**config.mk**
```make
export PLATFORM = sky130hd
export DESIGN_NAME = decode_stage
export DESIGN_NICKNAME = d
export VERILOG_FILES = /design/src/rtl/decode_stage.sv
export SDC_FILE = /design/constraint.sdc
export NUM_CORES = 1
export LEC_CHECK = 0
export ABC_AREA = 1
export BUFFER_PORTS_ARGS = -buffer_cell sky130_fd_sc_hd__buf_4
export CAP_MARGIN = 20
export CORE_MARGIN = 3
export CORE_UTILIZATION = 46
export DETAILED_ROUTE_END_ITERATION = 7
export GPL_ROUTABILITY_DRIVEN = 0
export PLACE_DENSITY = 0.77
export SLEW_MARGIN = 40
export SYNTH_ARGS = -nofsm -noshare
export SYNTH_HDL_FRONTEND = slang
export SYNTH_SLANG_ARGS = --single-unit
export TNS_END_PERCENT = 30
```
**constraint.sdc**
```tcl
create_clock -name clk -period 1.9 [get_ports clk]
set_clock_uncertainty 0.1 [all_clocks]
set_input_delay 0.19 -clock clk [delete_from_list [all_inputs] [get_ports clk]]
set_output_delay 0.19 -clock clk [all_outputs]
set_load 0.05 [all_outputs]
```
**src/rtl/decode_stage.sv**
```systemverilog
// RV32I decode stage: splits the fetched instruction into register indices, immediate and
// control signals, registers them at the ID/EX boundary, and requests a stall on load-use.
module decode_stage #(
  parameter int unsigned XLEN      = 32,
  parameter logic [31:0] NOP_INSTR = 32'h0000_0013
) (
  input  logic            clk,
  input  logic            reset,
  input  logic [31:0]     instruction_in,
  input  logic [XLEN-1:0] pc_in,
  input  logic            valid_in,
  input  logic            stall_in,
  input  logic            flush_in,
  output logic            stall_out,
  output logic            valid_out,
  output logic [XLEN-1:0] pc_out,
  output logic [31:0]     instruction_out,
  output logic [4:0]      rs1_out,
  output logic [4:0]      rs2_out,
  output logic [4:0]      rd_out,
  output logic [31:0]     imm_out,
  output logic [2:0]      funct3_out,
  output logic [3:0]      alu_op_out,
  output logic            alu_src_imm_out,
  output logic            alu_src_pc_out,
  output logic            reg_write_out,
  output logic            mem_read_out,
  output logic            mem_write_out,
  output logic            branch_out,
  output logic            jump_out,
  output logic            illegal_out
);

  localparam logic [6:0] OpcOp    = 7'b0110011;
  localparam logic [6:0] OpcOpImm = 7'b0010011;
  localparam logic [6:0] OpcLoad  = 7'b0000011;
  localparam logic [6:0] OpcStore = 7'b0100011;
  localparam logic [6:0] OpcBr    = 7'b1100011;
  localparam logic [6:0] OpcJal   = 7'b1101111;
  localparam logic [6:0] OpcJalr  = 7'b1100111;
  localparam logic [6:0] OpcLui   = 7'b0110111;
  localparam logic [6:0] OpcAuipc = 7'b0010111;

  localparam logic [3:0] AluAdd   = 4'd0;
  localparam logic [3:0] AluSub   = 4'd1;
  localparam logic [3:0] AluAnd   = 4'd2;
  localparam logic [3:0] AluOr    = 4'd3;
  localparam logic [3:0] AluXor   = 4'd4;
  localparam logic [3:0] AluSll   = 4'd5;
  localparam logic [3:0] AluSrl   = 4'd6;
  localparam logic [3:0] AluSra   = 4'd7;
  localparam logic [3:0] AluSlt   = 4'd8;
  localparam logic [3:0] AluSltu  = 4'd9;
  localparam logic [3:0] AluPassb = 4'd10;

  typedef struct packed {
    logic        valid;
    logic [31:0] instr;
    logic [4:0]  rs1;
    logic [4:0]  rs2;
    logic [4:0]  rd;
    logic [31:0] imm;
    logic [2:0]  funct3;
    logic [3:0]  alu_op;
    logic        alu_src_imm;
    logic        alu_src_pc;
    logic        reg_write;
    logic        mem_read;
    logic        mem_write;
    logic        branch;
    logic        jump;
    logic        illegal;
  } id_ex_t;

  // alt selects SUB/SRA in the funct3 slots that share an encoding
  function automatic logic [3:0] alu_from_funct3(input logic [2:0] f3, input logic alt);
    logic [3:0] op;
    case (f3)
      3'b000:  op = alt ? AluSub : AluAdd;
      3'b001:  op = AluSll;
      3'b010:  op = AluSlt;
      3'b011:  op = AluSltu;
      3'b100:  op = AluXor;
      3'b101:  op = alt ? AluSra : AluSrl;
      3'b110:  op = AluOr;
      default: op = AluAnd;
    endcase
    return op;
  endfunction

  logic [6:0]  opcode;
  logic [2:0]  funct3;
  logic [6:0]  funct7;
  logic [4:0]  rs1;
  logic [4:0]  rs2;
  logic [4:0]  rd;
  logic [31:0] imm_i;
  logic [31:0] imm_s;
  logic [31:0] imm_b;
  logic [31:0] imm_u;
  logic [31:0] imm_j;

  assign opcode = instruction_in[6:0];
  assign rd     = instruction_in[11:7];
  assign funct3 = instruction_in[14:12];
  assign rs1    = instruction_in[19:15];
  assign rs2    = instruction_in[24:20];
  assign funct7 = instruction_in[31:25];
  assign imm_i  = {{20{instruction_in[31]}}, instruction_in[31:20]};
  assign imm_s  = {{20{instruction_in[31]}}, instruction_in[31:25], instruction_in[11:7]};
  assign imm_b  = {{19{instruction_in[31]}}, instruction_in[31], instruction_in[7],
                   instruction_in[30:25], instruction_in[11:8], 1'b0};
  assign imm_u  = {instruction_in[31:12], 12'b0};
  assign imm_j  = {{11{instruction_in[31]}}, instruction_in[31], instruction_in[19:12],
                   instruction_in[20], instruction_in[30:21], 1'b0};

  id_ex_t          bubble;
  id_ex_t          fields;
  id_ex_t          dec;
  id_ex_t          id_ex_q;
  logic [XLEN-1:0] pc_q;
  logic            legal;
  logic            writes;
  logic            uses_rs1;
  logic            uses_rs2;

  always_comb begin
    bubble       = '0;
    bubble.instr = NOP_INSTR;
  end

  always_comb begin
    fields   = bubble;
    legal    = 1'b0;
    writes   = 1'b0;
    uses_rs1 = 1'b0;
    uses_rs2 = 1'b0;
    case (opcode)
      OpcOp: begin
        legal    = (funct7 == 7'h00) ||
                   (funct7 == 7'h20 && (funct3 == 3'b000 || funct3 == 3'b101));
        uses_rs1 = 1'b1;
        uses_rs2 = 1'b1;
        writes   = 1'b1;
        fields.alu_op = alu_from_funct3(funct3, funct7[5]);
      end
      OpcOpImm: begin
        if (funct3 == 3'b001)      legal = (funct7 == 7'h00);
        else if (funct3 == 3'b101) legal = (funct7 == 7'h00) || (funct7 == 7'h20);
        else                       legal = 1'b1;
        uses_rs1 = 1'b1;
        writes   = 1'b1;
        fields.imm         = imm_i;
        fields.alu_src_imm = 1'b1;
        fields.alu_op      = alu_from_funct3(funct3, funct3 == 3'b101 && funct7[5]);
      end
      OpcLoad: begin
        legal    = (funct3 != 3'b011) && (funct3 != 3'b110) && (funct3 != 3'b111);
        uses_rs1 = 1'b1;
        writes   = 1'b1;
        fields.imm         = imm_i;
        fields.alu_src_imm = 1'b1;
        fields.mem_read    = 1'b1;
      end
      OpcStore: begin
        legal    = (funct3[2] == 1'b0) && (funct3 != 3'b011);
        uses_rs1 = 1'b1;
        uses_rs2 = 1'b1;
        fields.imm         = imm_s;
        fields.alu_src_imm = 1'b1;
        fields.mem_write   = 1'b1;
      end
      OpcBr: begin
        legal    = (funct3 != 3'b010) && (funct3 != 3'b011);
        uses_rs1 = 1'b1;
        uses_rs2 = 1'b1;
        fields.imm    = imm_b;
        fields.alu_op = AluSub;
        fields.branch = 1'b1;
      end
      OpcJal: begin
        legal  = 1'b1;
        writes = 1'b1;
        fields.imm         = imm_j;
        fields.alu_src_imm = 1'b1;
        fields.alu_src_pc  = 1'b1;
        fields.jump        = 1'b1;
      end
      OpcJalr: begin
        legal    = (funct3 == 3'b000);
        uses_rs1 = 1'b1;
        writes   = 1'b1;
        fields.imm         = imm_i;
        fields.alu_src_imm = 1'b1;
        fields.jump        = 1'b1;
      end
      OpcLui: begin
        legal  = 1'b1;
        writes = 1'b1;
        fields.imm         = imm_u;
        fields.alu_src_imm = 1'b1;
        fields.alu_op      = AluPassb;
      end
      OpcAuipc: begin
        legal  = 1'b1;
        writes = 1'b1;
        fields.imm         = imm_u;
        fields.alu_src_imm = 1'b1;
        fields.alu_src_pc  = 1'b1;
      end
      default: legal = 1'b0;
    endcase
    fields.rs1       = uses_rs1 ? rs1 : 5'd0;
    fields.rs2       = uses_rs2 ? rs2 : 5'd0;
    fields.reg_write = writes && (rd != 5'd0);
    fields.rd        = fields.reg_write ? rd : 5'd0;
  end

  // Illegal encodings stay live but carry no register, immediate or side-effect fields
  always_comb begin
    dec = bubble;
    if (valid_in) begin
      if (legal) dec = fields;
      else       dec.illegal = 1'b1;
      dec.valid  = 1'b1;
      dec.instr  = instruction_in;
      dec.funct3 = funct3;
    end
  end

  logic hazard_rs1;
  logic hazard_rs2;

  assign hazard_rs1 = legal && uses_rs1 && (rs1 == id_ex_q.rd);
  assign hazard_rs2 = legal && uses_rs2 && (rs2 == id_ex_q.rd);
  assign stall_out  = id_ex_q.valid && id_ex_q.mem_read && (id_ex_q.rd != 5'd0) &&
                      valid_in && !flush_in && (hazard_rs1 || hazard_rs2);

  always_ff @(posedge clk) begin
    if (reset) begin
      id_ex_q <= bubble;
      pc_q    <= '0;
    end else if (flush_in) begin
      id_ex_q <= bubble;
      pc_q    <= pc_in;
    end else if (!stall_in) begin
      id_ex_q <= stall_out ? bubble : dec;
      pc_q    <= pc_in;
    end
  end

  assign valid_out       = id_ex_q.valid;
  assign pc_out          = pc_q;
  assign instruction_out = id_ex_q.instr;
  assign rs1_out         = id_ex_q.rs1;
  assign rs2_out         = id_ex_q.rs2;
  assign rd_out          = id_ex_q.rd;
  assign imm_out         = id_ex_q.imm;
  assign funct3_out      = id_ex_q.funct3;
  assign alu_op_out      = id_ex_q.alu_op;
  assign alu_src_imm_out = id_ex_q.alu_src_imm;
  assign alu_src_pc_out  = id_ex_q.alu_src_pc;
  assign reg_write_out   = id_ex_q.reg_write;
  assign mem_read_out    = id_ex_q.mem_read;
  assign mem_write_out   = id_ex_q.mem_write;
  assign branch_out      = id_ex_q.branch;
  assign jump_out        = id_ex_q.jump;
  assign illegal_out     = id_ex_q.illegal;

endmodule
```
==> flow_summary.toml <==
[synthesis]
synth_simple_gate_area_share_pct = 35.8
synth_compound_area_share_pct = 14.5
synthXorXnorAreaFrac_pct = 0.880
ys.flop_type = "dfxtp_1"
synth_top_family_by_area = "simple AND/OR/NAND/NOR gates"
muxShareOfSynthArea_pct = 0
ys_seq_area_share_pct = 41.5
syn_area_mm2 = 0.00597
synth.largest_area_cell = "dfxtp_1"
syn_nets = 947
netlist_top_cells_area = "dfxtp_1, nand2_1, nand3_1, a21oi_1, nor2_1"
synth_top_area_share_pct = 41.5
async_flop_share_pct = 0
ys_ff_latch = 124
yosysWarnings = 0
syn_inst = 878
yosysMostFrequentCell = "nand2_1"
synth_edf_count = 0
synthTopCellsByCount = "nand2_1, nor2_1, dfxtp_1, nand3_1, a21oi_1"
synth_fa_ha_area_share_pct = 0
syn_area_per_cell_um2 = 6.80
synth_cell_type_count = 32

[timing]
finalCritPeriodShare_pct = 114
setup_viol = 76
fmax_mhz = 463
period_needed_ps = 2160
maxSlewHeadroom_pct = 67.2
finalMaxSlewViolations = 0
worst_slew_pin_slew_ps = 493
hold_viol = 0
tns_ps = -6040
rsz0062_at_grt = "true"
fin_ws_ps = -259

[die]
num_io_pins = 197
fp.dieW_um = 120
core-area_mm2 = 0.0127
rows = 41
die_y_um = 120
die-area_mm2 = 0.0144
start_util_pct = 47.2

[global_routing]
grt_pass1_vias = 6753
antenna_found_initial = 0
grt_max_degree = 90
grt_pass1_wl_um = 34000
grt.overflow.total = 0
grtUsageTotal_pct = 29.4

[layout]
fin_nets = 1240
diodes = 0
drive_gt1_share_pct = 35.8
synthToLayoutAreaGrowth_pct = 63.7
nFillCells = 869
multiInputGateArea_mm2 = 0.00344
ff_latch_area_mm2 = 0.00250

[worst_setup_path]
reg2regPathDepth = 10
r2r_slack_ps = -130
cp-start-kind = "flop"
cp.arrival_ps = 1870
cp_max_fo = 5
r2r_start = "rd_out[2]$_SDFFE_PP0N_"
cp.required_ps = 1610
worstSetupStartpoint = "rd_out[2]$_SDFFE_PP0N_"
endpoint_kind = "primary output"
regToRegEndpoint = "imm_out[22]$_SDFFE_PP0N_"
crit_end = "stall_out"
path_class = "reg -> out"

[detailed_routing]
vias_per_cell = 5.47
ant_nets = 0
drc = 0
dr.pass1.iters = 6
drt_iter0_drc = 965
routed_wl_um = 23400
via_count = 7399
wl_per_cell_um = 17.3

[clock_tree]
cts_tree = "done"
root_buffer = "clkbuf_16"
cts-buffers-inserted = 17
clockBufferDepth = 2
clock-sinks = 124
clk-insertion-delay-late_ps = 430
htreeDepth = 4
cts.clk_slew.worst_paths_ps = 60

[min_path]
hp-class = "in -> reg"

[run]
cap_violations = 0

[status]
violations = "setup timing"
status = "finished with violations"

[power_and_ir_drop]
ir_drop_uv = 492
p_leak_nw = 4.22
pwr_density_cell_mw_per_mm2 = 733

[placed_design]
numPortBuffers = 196
hpwl_um = 14600
place_ws_ps = -235
-- worst min path at each step --
stage	startpoint	end	depth (start not counted)
after global placement	pc_in[27]	pc_out[27]$_SDFFE_PP0P_	3
after floorplan	instruction_in[11]	instruction_out[11]$_SDFFE_PP0N_	2
after global routing	instruction_in[15]	instruction_out[15]$_SDFFE_PP0N_	3
after detailed placement	pc_in[29]	pc_out[29]$_SDFFE_PP0P_	3
after CTS	instruction_in[15]	instruction_out[15]$_SDFFE_PP0N_	3
final	instruction_in[15]	instruction_out[15]$_SDFFE_PP0N_	3
-- state kept, by name, indices dropped and copies added (netlist names), 4 cells and up --
name,flops
pc_out,32
rd_out,5
imm_out,32
instruction_out,32
rs2_out,5
rs1_out,5
alu_op_out,4
-- worst max-delay path, cell delays in order, from the launching register on --
cell	delay (ps)
dfxtp_4	370
xor2_2	150
nor4_2	320
nand3_1	160
nand2_2	110
nand2_4	80
clkinvlp_4	90
buf_8	140
-- area by class of cell --
| type | count | area share [%] |
|---|---|---|
| multi-input combinational | 652 | 35.2 |
| timing repair buffer | 337 | 29.3 |
| sequential | 124 | 25.5 |
| clock buffer | 22 | 5.05 |
| tap | 172 | 2.20 |
| inverter | 39 | 1.54 |
| clock inverter | 6 | 1.14 |
-- per-layer routing --
metal,track usage [%],wire [um],share of wire (%)
met4,12.7,1090,4.6
met2,47.4,11000,47
met5,0,0,0
met1,37.1,9010,39
met3,7.82,2260,9.7
-- cell families after synthesis --
family | count (synthesis)
compound gates | 165
simple gates | 481
flops | 124
buf+inv | 102
xor+xnor | 6
-- report_power, final --
part	total (mW)	internal, mW	switching [mW]	leakage [nW]
combinational	1.08	0.399	0.682	2.91
sequential	2.70	2.66	0.0358	1.01
clock	3.39	2.21	1.18	0.296
-- repair_timing --
action | CTS | global route
endpoints found under the setup margin | 1 | 87
pin swaps | 1 | 3
gates cloned | 0 | 8
setup buffers | 1 | 3
hold buffers | 50 | 0
endpoints found under the hold margin | 47 | 0
resized for setup | 8 | 86
-- through the flow --
| stage | area [um2] | total power, mW | util, % | hold WS (ps) | instances |
|---|---|---|---|---|---|
| finish | 9780 | 7.16 | 77.2 | 5.42 | 1352 |
| global route | 9780 | 7.36 | 77.2 | 7.90 | 1352 |
| CTS | 9170 | 7.13 | 72.4 | 0.507 | 1341 |
| detailed placement | 8030 | 3.70 | 63.4 | 347 | 1262 |
| global placement | 8030 | 3.69 | 63.4 | 339 | 1262 |
| floorplan | 5990 | 3.27 | - | 233 | 878 |
-- cell usage in the layout, fill, tap and decap left out, types with 2 or more instances in the layout --
master,netlist,routed
or2_2,2,2
buf_12,0,6
xor2_1,5,4
dfxtp_4,0,4
nand3_1,113,76
inv_2,7,9
buf_8,1,3
dlygate4sd3_1,0,50
o21ai_0,48,47
o211ai_1,5,5
inv_1,32,29
dfxtp_1,124,119
a21oi_2,0,21
nand2_4,2,3
clkinvlp_4,0,2
a21oi_1,103,82
nand4_1,4,4
nor2_1,132,131
nor3_1,14,13
clkbuf_8,0,5
nand2_2,6,7
bufinv_16,0,3
nor2_4,2,2
nor3_2,1,2
nand2_1,189,187
nand3_2,12,37
buf_6,2,3
nand3_4,1,13
buf_4,3,269
clkbuf_16,0,23
a22oi_1,6,6
Note: power is estimated with default switching activity, not from simulation.
